**config.mk**
```make
export PLATFORM = sky130hd
export DESIGN_NAME = counter_mod
export DESIGN_NICKNAME = d
export VERILOG_FILES = /design/src/rtl/counter_mod.sv
export SDC_FILE = /design/constraint.sdc
export NUM_CORES = 1
export LEC_CHECK = 0
export ABC_AREA = 1
export BUFFER_PORTS_ARGS = -buffer_cell sky130_fd_sc_hd__buf_4
export CAP_MARGIN = 40
export CORE_MARGIN = 3
export CORE_UTILIZATION = 45
export CTS_CLUSTER_SIZE = 10
export DETAILED_ROUTE_END_ITERATION = 10
export GPL_TIMING_DRIVEN = 0
export HOLD_SLACK_MARGIN = 0.08
export PLACE_DENSITY = 0.68
export SYNTH_ARGS = -nofsm -noshare
export SYNTH_HDL_FRONTEND = slang
export SYNTH_SLANG_ARGS = --single-unit
```
**constraint.sdc**
```tcl
create_clock -name clk -period 2.1 [get_ports clk]
set_input_delay 0.21 -clock clk [delete_from_list [all_inputs] [get_ports clk]]
set_output_delay 0.21 -clock clk [all_outputs]
set_load 0.01 [all_outputs]
```
**src/rtl/counter_mod.sv**
```systemverilog
`timescale 1ns/1ps
// Up/down counter with programmable step, wrap or saturate at 0..MAX,
// synchronous clear/load and a registered bound-crossing pulse.
module counter_mod #(
  parameter int unsigned      WIDTH = 8,
  parameter logic [WIDTH-1:0] MAX   = {WIDTH{1'b1}}
) (
  input  logic             clk,
  input  logic             rst,
  input  logic             en,
  input  logic             up,
  input  logic [WIDTH-1:0] step,
  input  logic             sat,
  input  logic             clr,
  input  logic             ld,
  input  logic [WIDTH-1:0] din,
  output logic [WIDTH-1:0] count,
  output logic             ovf,
  output logic             at_max,
  output logic             at_min
);

  localparam logic [WIDTH:0] MAX_X = {1'b0, MAX};
  localparam logic [WIDTH:0] MOD   = MAX_X + {{WIDTH{1'b0}}, 1'b1};

  logic [WIDTH-1:0] step_eff;
  logic [WIDTH:0]   sum;
  logic [WIDTH-1:0] nxt_count;
  logic             nxt_ovf;

  // Sum is kept one bit wider so the bound compare sees the true value.
  always_comb begin
    step_eff  = (step > MAX) ? MAX : step;
    sum       = {1'b0, count} + {1'b0, step_eff};
    nxt_count = count;
    nxt_ovf   = 1'b0;
    if (clr) begin
      nxt_count = '0;
    end else if (ld) begin
      nxt_count = (din > MAX) ? MAX : din;
    end else if (en) begin
      if (up) begin
        if (sum > MAX_X) begin
          nxt_ovf   = 1'b1;
          nxt_count = sat ? MAX : WIDTH'(sum - MOD);
        end else begin
          nxt_count = WIDTH'(sum);
        end
      end else begin
        if (step_eff > count) begin
          nxt_ovf   = 1'b1;
          nxt_count = sat ? '0 : WIDTH'({1'b0, count} + MOD - {1'b0, step_eff});
        end else begin
          nxt_count = count - step_eff;
        end
      end
    end
  end

  always_ff @(posedge clk or negedge rst) begin
    if (!rst) begin
      count <= '0;
      ovf   <= 1'b0;
    end else begin
      count <= nxt_count;
      ovf   <= nxt_ovf;
    end
  end

  assign at_max = (count == MAX);
  assign at_min = (count == '0);

endmodule

```
### Word-level counts from Yosys, hierarchy flattened

Cells that the tools add are included.

| storage, ports and cells | value |
|---|---|
| register bits | 9 |
| word-level logic and storage cells | 30 |
| bits of input ports | 23 |
| output and inout port bits | 11 |

| cells by class | value |
|---|---|
| add/sub/neg operators | 5 |
| reductions and logical operators | 2 |
| muxes and demuxes | 16 |
| equal/unequal tests | 1 |
| magnitude comparators | 4 |

Operators by type and width:

| operator | count |
|---|---|
| 8-bit two-way mux | 10 |
| 8-bit > comparator, second input constant | 2 |
| 8-bit subtractor | 2 |
| 8-bit by 8-bit adder with 9-bit output | 1 |
| 9-bit by 8-bit > comparator with 1-bit output, second input constant | 1 |
| 8-bit by 1-bit adder with 8-bit output, second input constant | 1 |
| 8-bit == test, second input constant | 1 |
| 8-bit > comparator | 1 |
| 8-bit logical NOT | 1 |
| 8-bit by 1-bit subtractor with 8-bit output, second input constant | 1 |
| 1-bit two-way mux | 6 |
| 3-bit nonzero test | 1 |

### Depth between registers and ports, before layout

| depth | value |
|---|---|
| depth in word-level cells | 10 |
| depth in mapped cells | 15 |
| depth with buffers taken out | 14 |

### Least setup slack after synthesis

OpenSTA, ideal clock, no wires.

| path | value |
|---|---|
| path kind | register to register |
| from | reg count[0] |
| to | reg count[7] |
| data required time | 1.984 ns |
| cell stages (with the launch flop) | 15 |
| clock period less this slack | 1.883 ns |
| arrival time | 1.767 ns |
| buffers on the path | 0 |
| setup slack | 0.217 ns |
| path through | dfrtp_1 inv_1 ha_1 inv_1 fa_1 nand3_1 nand2_2 nand2_2 nand3_4 nand2_2 nor2_1 nor2_1 nand2_1 nand2_1 nand2_1 |

| on the way | value |
|---|---|
| longest elaborated chain between the ends | 8 |
| elaborated cells between the ends (all ways) | 15 |
| classes of those cells | add/sub (5); order compare (2); mux (8) |

RTL lines:

| what | line | source |
|---|---|---|
| start, declared | 17 | `output logic [WIDTH-1:0] count,` |
| start signal, assigned | 65 | `count <= nxt_count;` |
| 8-bit by 1-bit adder with 8-bit output / 8-bit by 8-bit adder with 9-bit output (equally long branches) | 52, 34 |  |
| 8-bit subtractor / 8-bit by 1-bit subtractor with 8-bit output (equally long branches) | 52, 45 |  |
| 8-bit two-way mux (on tied branches) | 52, 45 |  |
| 8-bit two-way mux (on tied branches) | 50, 43 |  |
| 8-bit two-way mux (*) | 42 | `if (up) begin` |
| 8-bit two-way mux (*) | 41 | `end else if (en) begin` |
| 8-bit two-way mux (*) | 39 | `end else if (ld) begin` |
| 8-bit two-way mux (*) | 37 | `if (clr) begin` |

Mark *: on every way between the ends. The rest lies on a longest branch, timed or not. The select of a mux whose other input is x is not followed.
A chain may end at the register's enable or synchronous reset.

### Worst setup path in the final report

| path | value |
|---|---|
| from | reg count[3] |
| to | reg count[6] |

The elaborated chain is that of the path after synthesis.

==> summary.md <==
| Metric | Value |
|---|---|
| Post-Layout Cell Count | 349 |
| Final period util | 93.5% |
| Number of buffers added on ports | 32 |
| Total gr overflow | 0 |
| Worst path slowest cell | dfrtp_1 |
| Period minus WS final | 1960 ps |
| Die height | 64.4 um |
| CP Launch Type | register |
| Gpl congestion | 0.870 |
| Finished Cell Area | 0.00195 sq mm |
| Hold Fails Final Rpt | 0 |
| Ys flop type | dfrtp_1 |
| Slew HR | 68.7% |
| Setup violators final | 0 |
| Clock skew | 4.60 ps |
| Die X | 64.4 um |
| CP arrival | 2130 ps |
| Peak VDD IR | 0.278 mV |
| Via Count | 1672 |
| GR Layer Usage met3 | 3.64% |
| Max-cap violations | 0 |
| Critical Path RT | 2260 ps |
| Syn avg cell area | 5.86 sq um |
| Grt met2 use | 36.1% |
| Critical-path cell list | ha_1 > buf_6 > nand2_1 > nand2_1 > inv_1 > nand2_2 > nand2_2 > nand3_4 > buf_4 > nand4_1 > nand3_1 > nand2_1 > nand2_1 |
| Core Area | 0.00315 sq mm |
| GRT Resource Usage Total | 20.5% |
| Slew of the pin with the lowest slew margin | 465 ps |
| CP Class | reg -> reg |
| Placed Instances | 338 |
| Syn Inst Count | 262 |
| Seq/Total Area, Yosys | 14.7% |
| DR pass1 iterations | 4 |
| Starting density of the core | 48.7% |
| Layout cells sized above 1 | 22.3% |
| GRT met1 Usage | 26.9% |
| Nets@finish | 347 |
| Final core utilization | 61.9% |
| Min-Delay Path Class | in -> reg |
| PD cells | 497 mW/mm^2 |
| CTS Sinks | 9 |
| CP dominant cell by count | nand2_1 |
| Average routed wire per standard cell | 11.7 um |
| CTS clk-pin slew, worst paths | 60 ps |
| Cell variety after synth | 22 |
| Total power draw | 0.971 mW |
| Clk_lat worst skew | 270 ps |
| Detailed router's first-iteration violation count | 160 |
| Fillers | 329 |
| Die area | 0.00415 sq mm |
| Routed wire length | 4070 um |
| Post-synthesis async set-or-reset flop share | 100% |
| Synth Cell Area | 0.00154 sq mm |
| Yosys warns | 0 |
| Io pins | 34 |
| CP Max Fanout | 9 |
| Crit end category | register |
| Post-Route Setup TNS | 0 ps |
| Core Rows | 20 |
| H-tree depth | 1 |
| Buf/Inv on CP | 3 |
| CTS tree | done |
| RSZ-0062 raised after global routing | true |
| Post-synth EDFFs | 0 |
| Grt peak-use layer | met2 |
| Slew Viols, Final | 0 |
| Initial antenna violation count | 0 |
| Post-route ant nets | 0 |
| Status | finished clean |
| Number of remaining DRC errors | 0 |
| Antenna cells | 0 |
| Clk buf depth | 2 |
| Clock root cell | clkbuf_4 |
| Num CTS Buffers | 3 |
| Vias in the first global route | 1507 |
| Final HPWL DP | 3280 um |
| Max Fclk | 0.509 GHz |
| First-pass GRT wire length | 6750 um |
| Synthesized flop and latch total | 9 |
| Area delta synth->final | 27.2% |
| Post-place instance area | 0.00183 sq mm |
| Delay-heaviest family, CP | simple AND/OR/NAND/NOR gates |
| Leakage Power | 1.15 nW |
| Vias per cell | 4.79 |
| Net Count, Synth | 303 |
| CP max stage delay | 460 ps |
| Largest net degree at the start of global routing | 11 |
[cell usage in the layout (no fill, tap or decap), drive strengths merged]
| cell | count |
|---|---|
| nand2 | 98 |
| buf | 45 |
| inv | 40 |
| nor2 | 36 |
| nand3 | 23 |
| ha | 16 |
| dfrtp | 9 |
| a21oi | 9 |
| nand4 | 8 |
| o21ai | 4 |
| xor2 | 4 |
| clkbuf | 4 |
| nor3 | 2 |
| and2 | 2 |
| fa | 2 |
| nor4 | 1 |
| o21bai | 1 |
| dlygate4sd3 | 1 |
[synthesized netlist by cell type, types with 2 or more instances]
cell type / instances / share of area (%)
nor3_1: 2 / 0.65
fa_1: 2 / 2.6
nand2_1: 93 / 23
buf_6: 6 / 4.4
nor2_1: 34 / 8.3
ha_1: 16 / 13
a21oi_2: 2 / 1.1
xor2_1: 4 / 2.3
dfrtp_1: 9 / 15
nor2_2: 2 / 0.81
nand3_1: 22 / 7.2
a21oi_1: 7 / 2.3
and2_1: 2 / 0.81
o21ai_0: 4 / 1.3
nand4_1: 8 / 3.3
nand2_2: 4 / 1.6
inv_1: 40 / 9.8
[worst reg2reg max path, delay by kind of cell (launching register included)]
family | cells | cell delay [ps]
adders and majority gates | 1 | 330
buffers and inverters | 3 | 400
DFF | 1 | 460
and+or+nand+nor | 9 | 680
[per-layer routing]
layer / up-vias / part of all wire, %
li1: 900 / -
met1: 726 / 48
met2: 46 / 47
met3: 0 / 4.6
met4: 0 / 0
met5: - / 0
[power by group]
group | total (mW) | switching [mW] | leakage (nW) | internal [mW]
logic | 0.606 | 0.342 | 1.02 | 0.264
clock network | 0.138 | 0.0644 | 0.0150 | 0.0735
registers | 0.227 | 0.0354 | 0.115 | 0.192
[metrics by stage]
step | worst slack, ps | hold slack [ps]
floorplan | 217 | -85.6
global placement | 19.3 | 39.1
detailed placement | 30.5 | 46.5
CTS | 20.8 | 199
global route | -12.1 | 181
finish | 137 | 200
[final timing paths]
path	from	end	slack, ps	cells past startpoint
max in group asynchronous	rst	count[0]	1640	2
setup reg to reg	count[3]	count[6]	140	13
setup / recovery	count[3]	count[6]	140	13
min in group asynchronous	rst	count[4]	300	2
hold / removal	en	ovf	200	3
hold reg to reg	count[0]	count[0]	560	2
[flip-flops by register name, indices dropped and copies added, names as in the netlist]
name	count
count	8
ovf	1
[repair_timing]
action | in CTS | in global routing
endpoints found under the setup margin | 0 | 8
endpoints found under the hold margin | 9 | 0
resized for setup | 0 | 12
hold buffers | 1 | 0
setup buffers | 0 | 6
[cell families after synthesis]
logic type	share of synthesized area, %
compound gates	5.22
xor+xnor	2.28
fa+ha+maj	15.6
buf+inv	14.5
flops	14.7
simple gates	47.7
[layout make-up]
type / count / area [sq um] / share of cell area, %
flip-flops and latches: 9 / 226 / 11.6
clock buffers: 4 / 26.3 / 1.35
inverters: 40 / 150 / 7.69
well taps: 44 / 55.1 / 2.82
plain buffers: 7 / 72.6 / 3.72
repair buffers: 39 / 295 / 15.1
multi-input cells: 206 / 1130 / 57.7
No activity file was read; power rests on OpenSTA's default activity.
